### src/rtl/mem_sequencer_pkg.sv
// Shared state encoding and fault codes for the memory sequencer.
package mem_sequencer_pkg;

  typedef enum logic [2:0] {
    FETCH  = 3'd0,
    DECODE = 3'd1,
    DATA   = 3'd2,
    COMMIT = 3'd3,
    HALT   = 3'd4
  } state_t;

  localparam logic [1:0] ERR_NONE         = 2'd0;
  localparam logic [1:0] ERR_IFETCH_ALIGN = 2'd1;
  localparam logic [1:0] ERR_DATA_ALIGN   = 2'd2;
  localparam logic [1:0] ERR_TIMEOUT      = 2'd3;

endpackage

### src/rtl/ack_watchdog.sv
// Counts request cycles without ack; flags expiry on the cycle the count would reach TIMEOUT.
module ack_watchdog #(
  parameter int TIMEOUT = 255
) (
  input  logic clock,
  input  logic reset,
  input  logic clear,
  input  logic busy,
  input  logic ack,
  output logic expired
);

  localparam int CW = (TIMEOUT > 1) ? $clog2(TIMEOUT) : 1;
  localparam logic [CW-1:0] LIM = CW'((TIMEOUT > 0) ? TIMEOUT - 1 : 0);

  logic [CW-1:0] count;

  always_ff @(posedge clock) begin
    if (reset || clear || ack) count <= '0;
    else if (busy && count != LIM) count <= count + 1'b1;
  end

  // An ack on the expiring edge wins, so ack masks expiry.
  assign expired = (TIMEOUT > 0) && busy && !ack && (count == LIM);

endmodule

### src/rtl/mem_sequencer.sv
// Multi-cycle fetch / data / commit sequencer placing a MIPS datapath on one shared memory.
module mem_sequencer
  import mem_sequencer_pkg::*;
#(
  parameter int ADDR_W  = 32,
  parameter int TIMEOUT = 255,
  parameter int CNT_W   = 32
) (
  input  logic              clock,
  input  logic              reset,
  input  logic [31:0]       pc,
  input  logic [31:0]       alu_out,
  input  logic [31:0]       data,
  input  logic              wmem,
  input  logic              m2reg,
  output logic [31:0]       inst,
  output logic [31:0]       mem,
  output logic              cpu_en,
  output logic              mem_req,
  output logic              mem_we,
  output logic [ADDR_W-1:0] mem_addr,
  output logic [31:0]       mem_wdata,
  input  logic              mem_ack,
  input  logic [31:0]       mem_rdata,
  output logic              err,
  output logic [1:0]        err_code,
  output logic [CNT_W-1:0]  retired
);

  state_t     state, next_state;
  logic [1:0] next_code;
  logic       ack, expired, wd_clear, is_mem, is_load;
  logic       load_inst, load_mem, commit;

  assign is_mem  = wmem | m2reg;
  assign is_load = m2reg & ~wmem;

  // Request outputs decode straight from state so the handshake holds them stable.
  assign mem_req   = !reset && ((state == FETCH && pc[1:0] == 2'b00) || state == DATA);
  assign mem_we    = mem_req && state == DATA && wmem;
  assign mem_addr  = (state == DATA) ? alu_out[ADDR_W-1:0] : pc[ADDR_W-1:0];
  assign mem_wdata = data;
  assign ack       = mem_ack && mem_req;
  assign cpu_en    = commit && !reset;
  assign err       = (state == HALT);

  always_comb begin
    next_state = state;
    next_code  = err_code;
    load_inst  = 1'b0;
    load_mem   = 1'b0;
    commit     = 1'b0;
    case (state)
      FETCH: begin
        if (pc[1:0] != 2'b00) begin
          next_state = HALT;
          next_code  = ERR_IFETCH_ALIGN;
        end else if (ack) begin
          next_state = DECODE;
          load_inst  = 1'b1;
        end else if (expired) begin
          next_state = HALT;
          next_code  = ERR_TIMEOUT;
        end
      end
      DECODE: begin
        if (!is_mem) begin
          commit     = 1'b1;
          next_state = FETCH;
        end else if (alu_out[1:0] != 2'b00) begin
          next_state = HALT;
          next_code  = ERR_DATA_ALIGN;
        end else begin
          next_state = DATA;
        end
      end
      DATA: begin
        if (ack) begin
          load_mem   = is_load;
          next_state = COMMIT;
        end else if (expired) begin
          next_state = HALT;
          next_code  = ERR_TIMEOUT;
        end
      end
      COMMIT: begin
        commit     = 1'b1;
        next_state = FETCH;
      end
      HALT:    next_state = HALT;
      default: next_state = FETCH;
    endcase
  end

  assign wd_clear = (next_state != state) && (next_state == FETCH || next_state == DATA);

  ack_watchdog #(.TIMEOUT(TIMEOUT)) u_wd (
    .clock   (clock),
    .reset   (reset),
    .clear   (wd_clear),
    .busy    (mem_req),
    .ack     (ack),
    .expired (expired)
  );

  always_ff @(posedge clock) begin
    if (reset) begin
      state    <= FETCH;
      inst     <= '0;
      mem      <= '0;
      err_code <= ERR_NONE;
      retired  <= '0;
    end else begin
      state    <= next_state;
      err_code <= next_code;
      if (load_inst) inst <= mem_rdata;
      if (load_mem)  mem  <= mem_rdata;
      if (commit)    retired <= retired + 1'b1;
    end
  end

endmodule

### config.mk
export PLATFORM = sky130hd
export DESIGN_NAME = mem_sequencer
export DESIGN_NICKNAME = d
export VERILOG_FILES = /design/src/rtl/mem_sequencer_pkg.sv /design/src/rtl/ack_watchdog.sv /design/src/rtl/mem_sequencer.sv
export SDC_FILE = /design/constraint.sdc
export NUM_CORES = 1
export LEC_CHECK = 0
export BUFFER_PORTS_ARGS = -buffer_cell sky130_fd_sc_hd__clkbuf_2
export CORE_AREA = 2 2 117 119
export DETAILED_ROUTE_END_ITERATION = 8
export DIE_AREA = 0 0 119 121
export HOLD_SLACK_MARGIN = 0.1
export PLACE_DENSITY = 0.72
export SKIP_CTS_REPAIR_TIMING = 1
export SYNTH_ARGS = -nofsm -noshare
export SYNTH_HDL_FRONTEND = slang
export SYNTH_SLANG_ARGS = --single-unit
### constraint.sdc
create_clock -name clock -period 2.2 [get_ports clock]
set_clock_uncertainty 0.15 [all_clocks]
set_input_delay 0 -clock clock [delete_from_list [all_inputs] [get_ports clock]]
set_output_delay 0 -clock clock [all_outputs]
set_load 0.03 [all_outputs]
==> metrics.md <==
| Metric | Value |
|---|---|
| Place WS | 195.3 ps |
| Boundary Pins | 299 |
| Critical register-to-register path endpoint | retired[29]$_SDFFE_PP0P_ |
| Kind of capture point of the worst setup path | output pin |
| Top_reg_cell synth | dfxtp_1 |
| Distinct cells, synth | 44 |
| Signed area change from the synthesized netlist to the final layout | 42.92% |
| Share of cells above drive strength 1 | 0.2969 |
| Worst reg2reg path depth | 6 |
| Sequential cell area fraction in the yosys report | 0.4342 |
| Clock sinks | 109 |
| Proportion of register bits with asynchronous set or reset after synthesis | 0 |
| Worst min-delay path class | primary input to flop |
| Headroom to the max-slew limit | 0.3858 |
| Power per unit of standard cell area | 569.1 nW/µm² |
| Top cell type's share of synthesized area | 0.4342 |
| Number of buffers inserted by port buffering | 234 |
| DR WL/cell | 14.61 µm |
| Root Buffer | clkbuf_16 |
| Max Root-Sink Buffers | 2 |
| Launching point of the worst reg2reg path | retired[4]$_SDFFE_PP0P_ |
| Via count of the first global-routing pass | 4652 |
| Utilization of the core after routing | 0.5490 |
| Number of flip-flops and latches in the synthesized netlist | 109 |
| Gr ovfl total | 0 |
| Maximum number of pins on one net before global-route repair | 85 |
| Worst setup startpoint | reset |
| Worst Tran Pin Value | 921.3 ps |
| Final hold violation count | 0 |
| Starting Density | 0.3841 |
| H-tree levels | 3 |
| Crit path kind | primary input to output pin |
| Element type at the critical path start | primary input |
| Placement-stage cell area | 6193 µm² |
| Top cells by area in the synthesized netlist | dfxtp_1 43%, nand2_1 18%, a21oi_1 7.6%, buf_4 4.9%, xor2_1 3.5% |
| Die X | 119 µm |
| Iteration count of the initial detailed-routing pass | 5 |
| Cell count after synthesis | 674 |
| Global-route usage over all layers | 0.2062 |
| Vias per cell | 4.873 |
| First-pass GRT wire length | 23670 µm |
| Result of the run | completed |
| Highest attainable clock frequency | 477.0 MHz |
| Minimum clock period after layout | 2096 ps |
| Critical path data required time | 2050 ps |
| Initial antenna violation count | 1 |
| Overall die area | 14400 µm² |
| CORE AREA | 13090 µm² |
| Synthesis warning total | 0 |
| Number of inserted diodes | 0 |
| Number of core rows | 42 |
| Net Count, Synth | 810 |
| Drc violations | 0 |
| Fin. max-slew vios | 0 |
| Cell leakage power | 0.003253 µW |
| Fin worst setup slack | 103.6 ps |
| Die Span Y | 121 µm |
| Max-cap violation count | 0 |
| Net count of the finished layout | 1074 |
| DRT iter0 DRCs | 296 |
| Antenna viol nets, final | 0 |
| Final setup violation count | 0 |
| Routability congestion estimate | 0.8523 |
| PnR Total Power | 4088 µW |
| Biggest area consumer among synthesized cells | dfxtp_1 |
| R2R Setup Slk | 190 ps |
| Data arrival time of the critical path | 1950 ps |
| TritonCTS clock tree | done |
| End point of the critical path | cpu_en |
| Routed Wire Length | 16350 µm |
| CTS clk-pin slew, worst paths | 70 ps |
| Count of flip-flops with a built-in enable after synthesis | 0 |
| Mean instance size in the synthesized netlist | 7.457 µm² |
| Post-Synthesis Cell Area | 5026 µm² |
| Crit share post-route | 0.9529 |
| Min Hold Slack | 85.90 ps |
| Source-to-sink clock delay at the later pin of the worst-skew pair | 340 ps |
| Number of buffers added by the clock tree synthesis step | 9 |
| IR drop worst, VDD | 0.0003608 V |
| Design Area, Final | 7183 µm² |
| Via Count | 5453 |
| CP Max Fanout | 84 |
| Placed wire-length estimate after detailed placement | 11380 µm |
-- flip-flops by register name, indices dropped and copies added, names as in the netlist --
| signal | flops |
|---|---|
| mem | 32 |
| u_wd.count | 8 |
| inst | 32 |
| state | 3 |
| err_code | 2 |
| retired | 32 |
-- layer usage --
metal | GRT usage | up-vias | routed length (µm)
met1 | 0.2319 | 2489 | 6345
met3 | 0.04793 | 20 | 1042
met2 | 0.3714 | 224 | 8737
met5 | 0 | - | 13
met4 | 0.09077 | 2 | 213
li1 | - | 2718 | -
-- cells by family (layout without fill, tap and decap cells) --
logic type               Yosys count  after routing  synth area share
multiplexers                       1              1          0.001992
AND/OR/NAND/NOR                  362            362            0.3221
AO/OA/AOI/OAI                     94             94           0.09908
flip-flops                       109            109            0.4342
adder cells (fa/ha/maj)            4              4          0.009461
XOR/XNOR                          27             27           0.04705
buffers and inverters             77            346           0.08613
-- cell type report --
| class | instances | area, µm² |
|---|---|---|
| tap | 176 | 220.2 |
| inverter | 6 | 22.52 |
| clock buffer | 9 | 225.2 |
| fill | 1224 | 5902 |
| timing repair buffer | 324 | 2049 |
| clock inverter | 7 | 56.30 |
| sequential | 109 | 2182 |
| multi-input combinational | 488 | 2427 |
-- cells in the mapped netlist, drive strengths merged, types with 6 or more instances --
library cell,instances
nand2,237
dfxtp,109
a21oi,76
buf,44
nor2,42
clkbuf,27
nand4,20
xor2,20
nor3,14
nand3,12
o21ai,9
and3,7
xnor2,7
and4,6
inv,6
-- where the power goes --
| group | switching (µW) | internal [µW] |
|---|---|---|
| combinational | 333 | 218 |
| sequential | 9.65 | 1990 |
| clock | 756 | 785 |
-- layout by cell type, fill, tap and decap left out, drive strengths merged, types with 2 or more instances in the layout --
cell type / count
clkinv: 4
nor4: 5
xnor2: 7
nand2b: 3
a21oi: 76
nor2: 42
o21ai: 9
and3: 7
nor3b: 3
and4: 6
dfxtp: 109
inv: 9
and2: 2
nand3: 12
nor3: 14
nand2: 237
buf: 21
clkbuf: 242
or3: 5
xor2: 20
ha: 3
dlygate4sd3: 70
nand4: 20
-- worst max-delay path, cell delays in order --
cell and delay, ps:
dlygate4sd3_1 540, buf_4 270, buf_4 710, nor3_1 140, clkbuf_2 230
-- stage by stage --
step / instances / setup TNS, ps
floorplan: 674 / 0
global placement: 1033 / 0
detailed placement: 1033 / 0
CTS: 1049 / 0
global route: 1119 / -5.151
finish: 1119 / 0
-- worst min-delay path by stage --
stage	startpoint	to	slack (ps)	cells after the start
final	alu_out[0]	err_code[0]$_SDFFE_PP0P_	90	4
after global routing	m2reg	mem[7]$_SDFFE_PP0P_	160	6
after CTS	mem_rdata[27]	inst[27]$_SDFFE_PP0P_	-280	3
after detailed placement	data[0]	mem_wdata[0]	-150	0
after global placement	data[0]	mem_wdata[0]	-150	0
after floorplan	data[0]	mem_wdata[0]	-20	1
Power figures use the tool's default switching activity.
